--- config.mk ---
export PLATFORM = sky130hd
export DESIGN_NAME = product_accumulator
export DESIGN_NICKNAME = d
export VERILOG_FILES = /design/src/rtl/product_accumulator.sv
export SDC_FILE = /design/constraint.sdc
export NUM_CORES = 1
export LEC_CHECK = 0
export BUFFER_PORTS_ARGS = -buffer_cell sky130_fd_sc_hd__clkbuf_2
export CORE_MARGIN = 4
export CORE_UTILIZATION = 50
export DETAILED_ROUTE_END_ITERATION = 16
export PLACE_DENSITY = 0.84
export RECOVER_POWER = 50
export SLEW_MARGIN = 10
export SYNTH_ARGS = -nofsm -noshare
export SYNTH_HDL_FRONTEND = slang
export SYNTH_SLANG_ARGS = --single-unit
--- constraint.sdc ---
create_clock -name clk_in -period 4.52 [get_ports clk_in]
set_clock_uncertainty 0.1 [all_clocks]
set_input_delay 0.226 -clock clk_in [delete_from_list [all_inputs] [get_ports clk_in]]
set_output_delay 0.226 -clock clk_in [all_outputs]
set_load 0.03 [all_outputs]
--- src/rtl/product_accumulator.sv ---
// Sums COUNT sign-extended products into an ACC_WIDTH accumulator and presents
// each completed sum (with a sticky overflow flag) through a valid/ready handshake.
module product_accumulator #(
    parameter int WIDTH     = 16,
    parameter int ACC_WIDTH = 32,
    parameter int COUNT     = 8
) (
    input  logic                         clk_in,
    input  logic                         reset_in,
    input  logic [WIDTH-1:0]             product_in,
    input  logic                         overflow_in,
    input  logic                         valid_in,
    output logic                         ready_out,
    input  logic                         clear_in,
    output logic [ACC_WIDTH-1:0]         sum_out,
    output logic                         sum_valid_out,
    input  logic                         sum_ready_in,
    output logic                         overflow_out,
    output logic [$clog2(COUNT+1)-1:0]   count_out
);

    localparam int CW = $clog2(COUNT + 1);

    typedef enum logic {
        ACCUM = 1'b0,
        DONE  = 1'b1
    } state_t;

    state_t                 state_reg, state_next;
    logic [ACC_WIDTH-1:0]   sum_reg, sum_next;
    logic [CW-1:0]          count_reg, count_next;
    logic                   ovf_reg, ovf_next;

    logic [ACC_WIDTH-1:0]   product_ext;
    logic [ACC_WIDTH-1:0]   sum_add;
    logic [CW-1:0]          count_inc;
    logic                   add_ovf;
    logic                   accept;

    // Sign extension written per bit so ACC_WIDTH == WIDTH needs no zero-width replication.
    genvar gi;
    generate
        for (gi = 0; gi < ACC_WIDTH; gi++) begin : g_sext
            if (gi < WIDTH) begin : g_copy
                assign product_ext[gi] = product_in[gi];
            end else begin : g_sign
                assign product_ext[gi] = product_in[WIDTH-1];
            end
        end
    endgenerate

    assign ready_out = (state_reg == ACCUM) && !clear_in;
    assign accept    = valid_in && ready_out;
    assign sum_add   = sum_reg + product_ext;
    assign count_inc = count_reg + CW'(1);
    // Signed overflow: operands agree in sign but the result does not.
    assign add_ovf   = (sum_reg[ACC_WIDTH-1] == product_ext[ACC_WIDTH-1]) &&
                       (sum_add[ACC_WIDTH-1] != sum_reg[ACC_WIDTH-1]);

    always_comb begin
        state_next = state_reg;
        sum_next   = sum_reg;
        count_next = count_reg;
        ovf_next   = ovf_reg;
        if (clear_in) begin
            state_next = ACCUM;
            sum_next   = '0;
            count_next = '0;
            ovf_next   = 1'b0;
        end else begin
            case (state_reg)
                ACCUM: begin
                    if (accept) begin
                        sum_next   = sum_add;
                        count_next = count_inc;
                        ovf_next   = ovf_reg | overflow_in | add_ovf;
                        if (count_inc == CW'(COUNT)) begin
                            state_next = DONE;
                        end
                    end
                end
                DONE: begin
                    if (sum_ready_in) begin
                        state_next = ACCUM;
                        sum_next   = '0;
                        count_next = '0;
                        ovf_next   = 1'b0;
                    end
                end
                default: state_next = ACCUM;
            endcase
        end
    end

    always_ff @(posedge clk_in) begin
        if (reset_in) begin
            state_reg <= ACCUM;
            sum_reg   <= '0;
            count_reg <= '0;
            ovf_reg   <= 1'b0;
        end else begin
            state_reg <= state_next;
            sum_reg   <= sum_next;
            count_reg <= count_next;
            ovf_reg   <= ovf_next;
        end
    end

    assign sum_out       = sum_reg;
    assign count_out     = count_reg;
    assign overflow_out  = ovf_reg;
    assign sum_valid_out = (state_reg == DONE);

endmodule

==> metrics, run 1 <==
met2 capacity usage during global routing=0.3776; grt ovf=0; power density of the placed cells=243.9 nW/µm²; area of the core=slightly below 6000 µm²; via count=between 2000 and 3000; global-route track usage on met1=0.2493; Worst Reg-to-Reg Cells=10; combinational share of power=0.231; final worst-path setup slack=1.645 ns; min Tclk post-route=2.875 ns; pin count of the biggest net entering global routing=24; count of flip-flops with a built-in enable after synthesis=0; Core Rows=28; fill cell total of the finished layout=558; combined buffer and inverter count along the critical path=0; detailed-router iteration count before antenna repair=4; Clock Pin Slew Worst Setup and Hold Paths=0.08 ns; critical path, cell by cell=ha_1 -> fa_1 -> a21oi_1 -> o21ai_1 -> a31o_2 -> a211oi_2 -> o21ai_2 -> a221oi_2 -> xor2_1 -> o21ai_0; WP data arrival=2.95 ns; power share of the sequential group=0.417; Total Die Area=approximately 7500 µm²; global router's overall resource usage=0.2114; run status=completed; worst setup path class=flop to flop; horizontal extent of the die=between 80 and 90 µm; clock network power share=0.352; #FFs+latches synth=38; part of the Yosys area used for sequential elements=0.2475; Worst path slowest cell=sky130_fd_sc_hd__fa_1; ant diodes=0; maximum clock frequency=roughly 350 MHz; share of the cycle needed by the critical path after routing=0.6362; number of antenna violations at the first check in global routing=0; slowest cell delay on critical path=0.41 ns; number of max-slew violations in the final report=0; post-CTS sizing=0; port bufs=60; # Max-Cap Violations=0; Final Routed Wirelength=7.652 mm; Register-to-Register Setup Slack=1.64 ns; first element of the critical path=sum_out[0]; signed area change from the synthesized netlist to the final layout=12.37%; Die Y-Extent=approximately 86 µm; CTS sink count=38; cell internal pwr=a little under 0.0006 W; leakage power figure=1.502 nW; Global Route met3 Usage=0.04183; Syn. warnings=0; register area=760.7 µm²; worst hold path class=primary input to flop; Worst-Margin Slew=0.7142 ns; NetSw=between 0.0002 and 0.0003 W; relative max-transition margin=0.5239; Max rail drop VDD=a little under 200 µV; Post-Synthesis Mean Instance Area=8.264 µm²; number of buffers created by CTS=5; maximum root-to-sink buffer count=2; DR DRC count=0; Hold Vio Cnt, Final=0; number of gates on the worst path with buffers counted=10; fraction of layout instances using a drive strength above 1=0.1268; global route hottest layer=met2; post-synthesis instance area=3074 µm²; post-synthesis instance total=372; Initial Util=0.5162; CTS tree=built; placed wire-length estimate=5.839 mm; RD Place Congestion=0.9244; async set-reset flop share out of synthesis=0; antenna violation net count after detailed routing=0; required time at the worst-slack endpoint=4.59 ns; Worst Setup Start Kind=flop; initial DRC count=112; clock latency on the worst-skew pair=0.30 ns; total nets after synthesis=428; IO Count=61; RSZ-0062 raised after global routing=no; launching point of the worst reg2reg path=sum_out[0]; final total negative setup slack=0 ns; worst hold-check slack=0.09996 ns; Crit Path Max Fanout=4; Crit Reg-Reg Endpoint=sum_out[30]; vias in the first global route=2947; number of hold-repair buffers added at the cts stage=0; most common flop cell mapped by yosys=sky130_fd_sc_hd__dfxtp_1; Post-CTS Setup Bufs=0; switch share=0.3122; Setup crit end=sum_out[30]; routed length per instance=between 15 and 20 µm; master cell of the clock root buffer=sky130_fd_sc_hd__clkbuf_8; area taken by multi-input logic gates=2183 µm²; Avg Vias per Cell=5.932; Setup WS pre-CTS=1.654 ns; distinct cell type count of the synthesized netlist=63; commonest cells after routing, fill and taps aside=sky130_fd_sc_hd__dfxtp_1, sky130_fd_sc_hd__clkbuf_1, sky130_fd_sc_hd__nor2_1, sky130_fd_sc_hd__a21oi_1; crit-path leading delay family=compound AO/OA/AOI/OAI gates; count of final setup violators=0; critical path endpoint category=flop; net count of the finished layout=a little under 500; # H-tree levels=2; most common cell after layout, fill and taps aside=sky130_fd_sc_hd__dfxtp_1; wire length of the first global-routing pass=12.90 mm
## metal layers
metal	share of wire	vias to the layer above
met5	0	-
li1	-	1481
met2	0.48	70
met4	0.019	0
met1	0.45	1403
met3	0.048	18
## registers in the layout, summed over array words and instances (netlist names)
| name | count |
|---|---|
| sum_out | 32 |
| sum_valid_out | 1 |
| overflow_out | 1 |
| count_out | 4 |
## cell type report
| type | count | area share |
|---|---|---|
| multi-input combinational | 309 | 0.6320 |
| sequential | 38 | 0.2202 |
| timing repair buffer | 62 | 0.07787 |
| tap | 75 | 0.02716 |
| clock buffer | 5 | 0.01992 |
| clock inverter | 3 | 0.01304 |
| inverter | 9 | 0.009779 |
## synthesized netlist by cell type, drive strengths merged (2+ instances only)
| cell type | number | area (µm²) |
|---|---|---|
| dfxtp | 38 | 760.7 |
| a21oi | 37 | 200.2 |
| nor2 | 35 | 131.4 |
| ha | 33 | 412.9 |
| nand2 | 33 | 123.9 |
| o21ai | 22 | 113.9 |
| clkbuf | 15 | 92.59 |
| xor2 | 15 | 131.4 |
| a22oi | 14 | 105.1 |
| nand3 | 14 | 82.58 |
| xnor2 | 14 | 122.6 |
| a21o | 12 | 90.09 |
| inv | 9 | 33.78 |
| o211ai | 7 | 52.55 |
| a211oi | 5 | 47.54 |
| and2 | 5 | 33.78 |
| and3 | 5 | 32.53 |
| mux2i | 4 | 40.04 |
| nor2b | 4 | 25.02 |
| nor3 | 4 | 20.02 |
| o21bai | 4 | 30.03 |
| a221oi | 3 | 32.53 |
| nand4 | 3 | 18.77 |
| nor3b | 3 | 22.52 |
| o21a | 3 | 23.77 |
| a211o | 2 | 20.02 |
| a22o | 2 | 17.52 |
| a311oi | 2 | 17.52 |
| nand3b | 2 | 15.01 |
| nor4b | 2 | 17.52 |
| o31ai | 2 | 15.01 |
## worst reg2reg max path, cell delays in order, from the launching register on
cell and delay [ns]:
sky130_fd_sc_hd__dfxtp_1 0.33, sky130_fd_sc_hd__ha_1 0.22, sky130_fd_sc_hd__fa_1 0.41, sky130_fd_sc_hd__a21oi_1 0.18, sky130_fd_sc_hd__o21ai_1 0.15, sky130_fd_sc_hd__a31o_2 0.30
sky130_fd_sc_hd__a211oi_2 0.30, sky130_fd_sc_hd__o21ai_2 0.16, sky130_fd_sc_hd__a221oi_2 0.31, sky130_fd_sc_hd__xor2_1 0.19, sky130_fd_sc_hd__o21ai_0 0.09
## logic make-up (layout without fill, tap and decap cells)
kind of cell	after synthesis	in the layout	synth area share
flip-flops	38	38	0.2475
buffers and inverters	25	79	0.04233
AO/OA/AOI/OAI	125	125	0.2788
XOR/XNOR	29	29	0.08262
adder cells (fa/ha/maj)	34	34	0.1408
AND/OR/NAND/NOR	117	117	0.1950
multiplexers	4	4	0.01302
## power groups by stage
stage	Sequential, W	Clock [W]	Combinational (W)
5_1_grt	0.000352	0.000322	0.000215
4_1_cts	0.000351	0.000303	0.000196
2_1_floorplan	0.000374	0	0.000133
3_3_place_gp	0.000359	0	0.000189
3_5_place_dp	0.000359	0	0.000195
6_report	0.000351	0.000297	0.000195
## worst min-delay path by stage
stage / end / slack, ns / cells past startpoint / from
3_5_place_dp: sum_out[13] / 0.38 / 2 / sum_out[13]
6_report: overflow_out / 0.1 / 3 / overflow_in
3_3_place_gp: sum_out[12] / 0.37 / 2 / sum_out[12]
4_1_cts: overflow_out / 0.10 / 3 / overflow_in
5_1_grt: overflow_out / 0.09 / 3 / overflow_in
2_1_floorplan: sum_valid_out / 0.30 / 3 / sum_ready_in
## metrics by stage
step	cells	power (W)	utilization	cell area [µm²]
floorplan	372	0.0005071	-	3074
global placement	493	0.0005481	0.5687	3387
detailed placement	493	0.0005540	0.5687	3387
CTS	501	0.0008497	0.5878	3501
global route	501	0.0008889	0.5800	3455
finish	501	0.0008426	0.5800	3455
(Power assumes the default switching activity.)
==> run 2, diff against run 1 <==
--- a/config.mk
+++ b/config.mk
@@ -5,6 +5,7 @@
 export SDC_FILE = /design/constraint.sdc
 export NUM_CORES = 1
 export LEC_CHECK = 0
+export ABC_AREA = 1
 export BUFFER_PORTS_ARGS = -buffer_cell sky130_fd_sc_hd__clkbuf_2
 export CORE_MARGIN = 4
 export CORE_UTILIZATION = 50
==> constraint.sdc (replaced) <==
create_clock -name clk_in -period 2.72 [get_ports clk_in]
set_clock_uncertainty 0.1 [all_clocks]
set_input_delay 0.136 -clock clk_in [delete_from_list [all_inputs] [get_ports clk_in]]
set_output_delay 0.136 -clock clk_in [all_outputs]
set_load 0.03 [all_outputs]
==> metrics, run 2 <==
run status=completed; worst hold path class=primary input to flop; initial DRC count=308 (+180%); launch point of the worst hold path=reset_in; number of antenna violations at the first check in global routing=0 (unchanged); wire length of the first global-routing pass=15.97 mm (+24%); Max rail drop VDD=253.6 µV (+31%); top cell types by occurrence after synthesis=sky130_fd_sc_hd__nand2_1, sky130_fd_sc_hd__a21oi_1, sky130_fd_sc_hd__inv_1, sky130_fd_sc_hd__dfxtp_1, sky130_fd_sc_hd__nand3_1; final total negative setup slack=0 ns (unchanged); cell with the most instances after synthesis=sky130_fd_sc_hd__nand2_1; count of final setup violators=0 (unchanged); #FFs+latches synth=38 (unchanged); Hold Vio Cnt, Final=0 (unchanged); Core Rows=29 (+3.6%); total placed cells including tap cells=710 (+44%); most area-hungry cell type in the Yosys netlist=sky130_fd_sc_hd__dfxtp_1; worst setup path class=flop to flop; Post-Synthesis Mean Instance Area=5.965 µm² (-28%); routed length per instance=13.59 µm (-11%); net count of the finished layout=696 (+45%); portion of synthesized cell area occupied by the leading cell type=0.2210 (-0.02645); maximum root-to-sink buffer count=2 (unchanged); Worst Reg-to-Reg Cells=13 (+3); launching point of the worst reg2reg path=sum_out[0]; power density of the placed cells=334.9 nW/µm² (+37%); WP data arrival=2.30 ns (-0.65 ns); relative max-transition margin=0.6496 (+0.1257); global router's overall resource usage=0.2304 (+0.01892); share of the cycle needed by the critical path after routing=0.8037 (+0.1676); RD Place Congestion=1.004 (+8.6%); total nets after synthesis=633 (+48%); combined buffer and inverter count along the critical path=0 (unchanged); min Tclk post-route=2.186 ns (-0.6893 ns); detailed-router iteration count before antenna repair=5 (+1); first element of the critical path=sum_out[0]; CTS tree=built; post-place instance area=3835 µm² (+13%); required time at the worst-slack endpoint=2.83 ns (-1.76 ns); signed area change from the synthesized netlist to the final layout=12.32% (about the same); async set-reset flop share out of synthesis=0 (unchanged); number of max-slew violations in the final report=0 (unchanged); IO Count=61 (unchanged); DR DRC count=0 (unchanged); crit-path leading delay family=simple AND/OR/NAND/NOR gates; commonest cells after routing, fill and taps aside=sky130_fd_sc_hd__nand2_1, sky130_fd_sc_hd__a21oi_1, sky130_fd_sc_hd__inv_1; pin count of the biggest net entering global routing=21 (-13%); placed wire-length estimate=7.757 mm (+33%); post-synthesis instance area=3442 µm² (+12%); via count=3879 (+31%); grt ovf=0 (unchanged); most used cell, CP=sky130_fd_sc_hd__nand2_1; Die Y-Extent=90.97 µm (+5.3%); Total Die Area=8276 µm² (+11%); post-CTS sizing=0 (unchanged); horizontal extent of the die=90.97 µm (+5.3%); Final Routed Wirelength=9.742 mm (+27%); critical path, cell by cell=ha_1 -> fa_1 -> nand3_1 -> nand2_1 -> nand3_1 -> nand2_1 -> nand2_1 -> nand2_1 -> nand2_1 -> nand2_1 -> nand2_1 -> nand3_1 -> a21oi_1; most common flop cell mapped by yosys=sky130_fd_sc_hd__dfxtp_1; antenna violation net count after detailed routing=0 (unchanged); Area contributors post-synth=sky130_fd_sc_hd__dfxtp_1, sky130_fd_sc_hd__nand2_1, sky130_fd_sc_hd__ha_1; post-synthesis instance total=577 (+55%); RSZ-0062 raised after global routing=no; Crit Path Max Fanout=4 (unchanged); master cell of the clock root buffer=sky130_fd_sc_hd__clkbuf_8; number of buffers created by CTS=5 (unchanged); slowest cell delay on critical path=0.41 ns (about the same); fraction of layout instances using a drive strength above 1=0.08438 (-0.04239); WHS Path Cells=3 (unchanged); part of the Yosys area used for sequential elements=0.2210 (-0.02645); vias in the first global route=3496 (+19%); number of gates on the worst path with buffers counted=13 (+3); Crit Reg-Reg Endpoint=sum_out[18]; Worst-Margin Slew=0.5224 ns (-0.1918 ns); # H-tree levels=2 (unchanged); CTS sink count=38 (unchanged); Worst Setup Start Kind=flop; count of flip-flops with a built-in enable after synthesis=0 (unchanged); distinct cell type count of the synthesized netlist=32 (-49%); port bufs=60 (unchanged); Avg Vias per Cell=5.410 (-8.8%); clock latency on the worst-skew pair=0.30 ns (about the same); post-route non-filler standard cell count=717 (+43%); number of hold-repair buffers added at the cts stage=0 (unchanged); ant diodes=0 (unchanged); max reg flops=32 (unchanged); Initial Util=0.5270 (+0.01084); area of the core=6531 µm² (+9.7%); Syn. warnings=0 (unchanged); # Max-Cap Violations=0 (unchanged); Worst path slowest cell=sky130_fd_sc_hd__fa_1; hold path endpoint=count_out[0]; Clock Pin Slew Worst Setup and Hold Paths=0.07 ns (about the same); leakage power figure=2.057 nW (+37%); Total Power=0.001295 W (+54%); Post-CTS Setup Bufs=0 (unchanged); maximum clock frequency=457.4 MHz (+32%); post-layout instance area=3866 µm² (+12%); critical path endpoint category=flop; Register-to-Register Setup Slack=0.53 ns (-1.11 ns); most common cell after layout, fill and taps aside=sky130_fd_sc_hd__nand2_1
-- run 2: worst max path at each step --
stage / slack (ns) / endpoint
finish: 0.53 / sum_out[18]
global route: 0.34 / sum_out[18]
CTS: 0.56 / sum_out[22]
detailed placement: 0.47 / overflow_out
global placement: 0.55 / overflow_out
floorplan: 0.74 / sum_out[30]
-- run 2: logic make-up (layout without fill, tap and decap cells) --
| group | after synthesis | count (layout) | share of synthesized area |
|---|---|---|---|
| fa+ha+maj | 34 | 34 | 0.1258 |
| simple gates | 302 | 302 | 0.3679 |
| xor+xnor | 1 | 1 | 0.002545 |
| compound gates | 119 | 119 | 0.1865 |
| buf+inv | 83 | 146 | 0.09633 |
| flops | 38 | 38 | 0.2210 |
-- run 2: worst min-delay path, stage by stage --
cell and delay [ns]:
sky130_fd_sc_hd__clkbuf_2 0.08, sky130_fd_sc_hd__nor2_1 0.06, sky130_fd_sc_hd__o211a_1 0.12
-- run 2: area by class of cell --
type,instances,area [µm²]
Clock buffer,5,68.82
Tap cell,77,96.34
Timing Repair Buffer,65,302.8
Inverter,74,277.8
Fill cell,660,2665
Clock inverter,2,10.01
Multi-Input combinational cell,456,2350
Sequential cell,38,760.7
-- run 2: stage by stage --
stage | hold WS (ns) | setup slack [ns] | utilization
after global placement | 0.3278 | 0.5474 | 0.5872
final | 0.04415 | 0.5339 | 0.5920
after global routing | 0.04277 | 0.3449 | 0.5920
after CTS | 0.03932 | 0.5600 | 0.5992
after floorplan | 0.2288 | 0.7393 | -
after detailed placement | 0.3501 | 0.4729 | 0.5872
-- run 2: layer usage --
metal	GRT usage	share of wire	wire length (µm)
met1	0.3016	0.45	4421
met2	0.3967	0.47	4573
met3	0.02810	0.061	592
met4	0.06910	0.016	154
met5	0	0	0
-- run 2: report_power, final --
group / total (W) / switching (W) / internal [W]
sequential: 0.000580 / 0.0000114 / 0.000569
combinational: 0.000329 / 0.000223 / 0.000106
clock: 0.000385 / 0.000213 / 0.000172
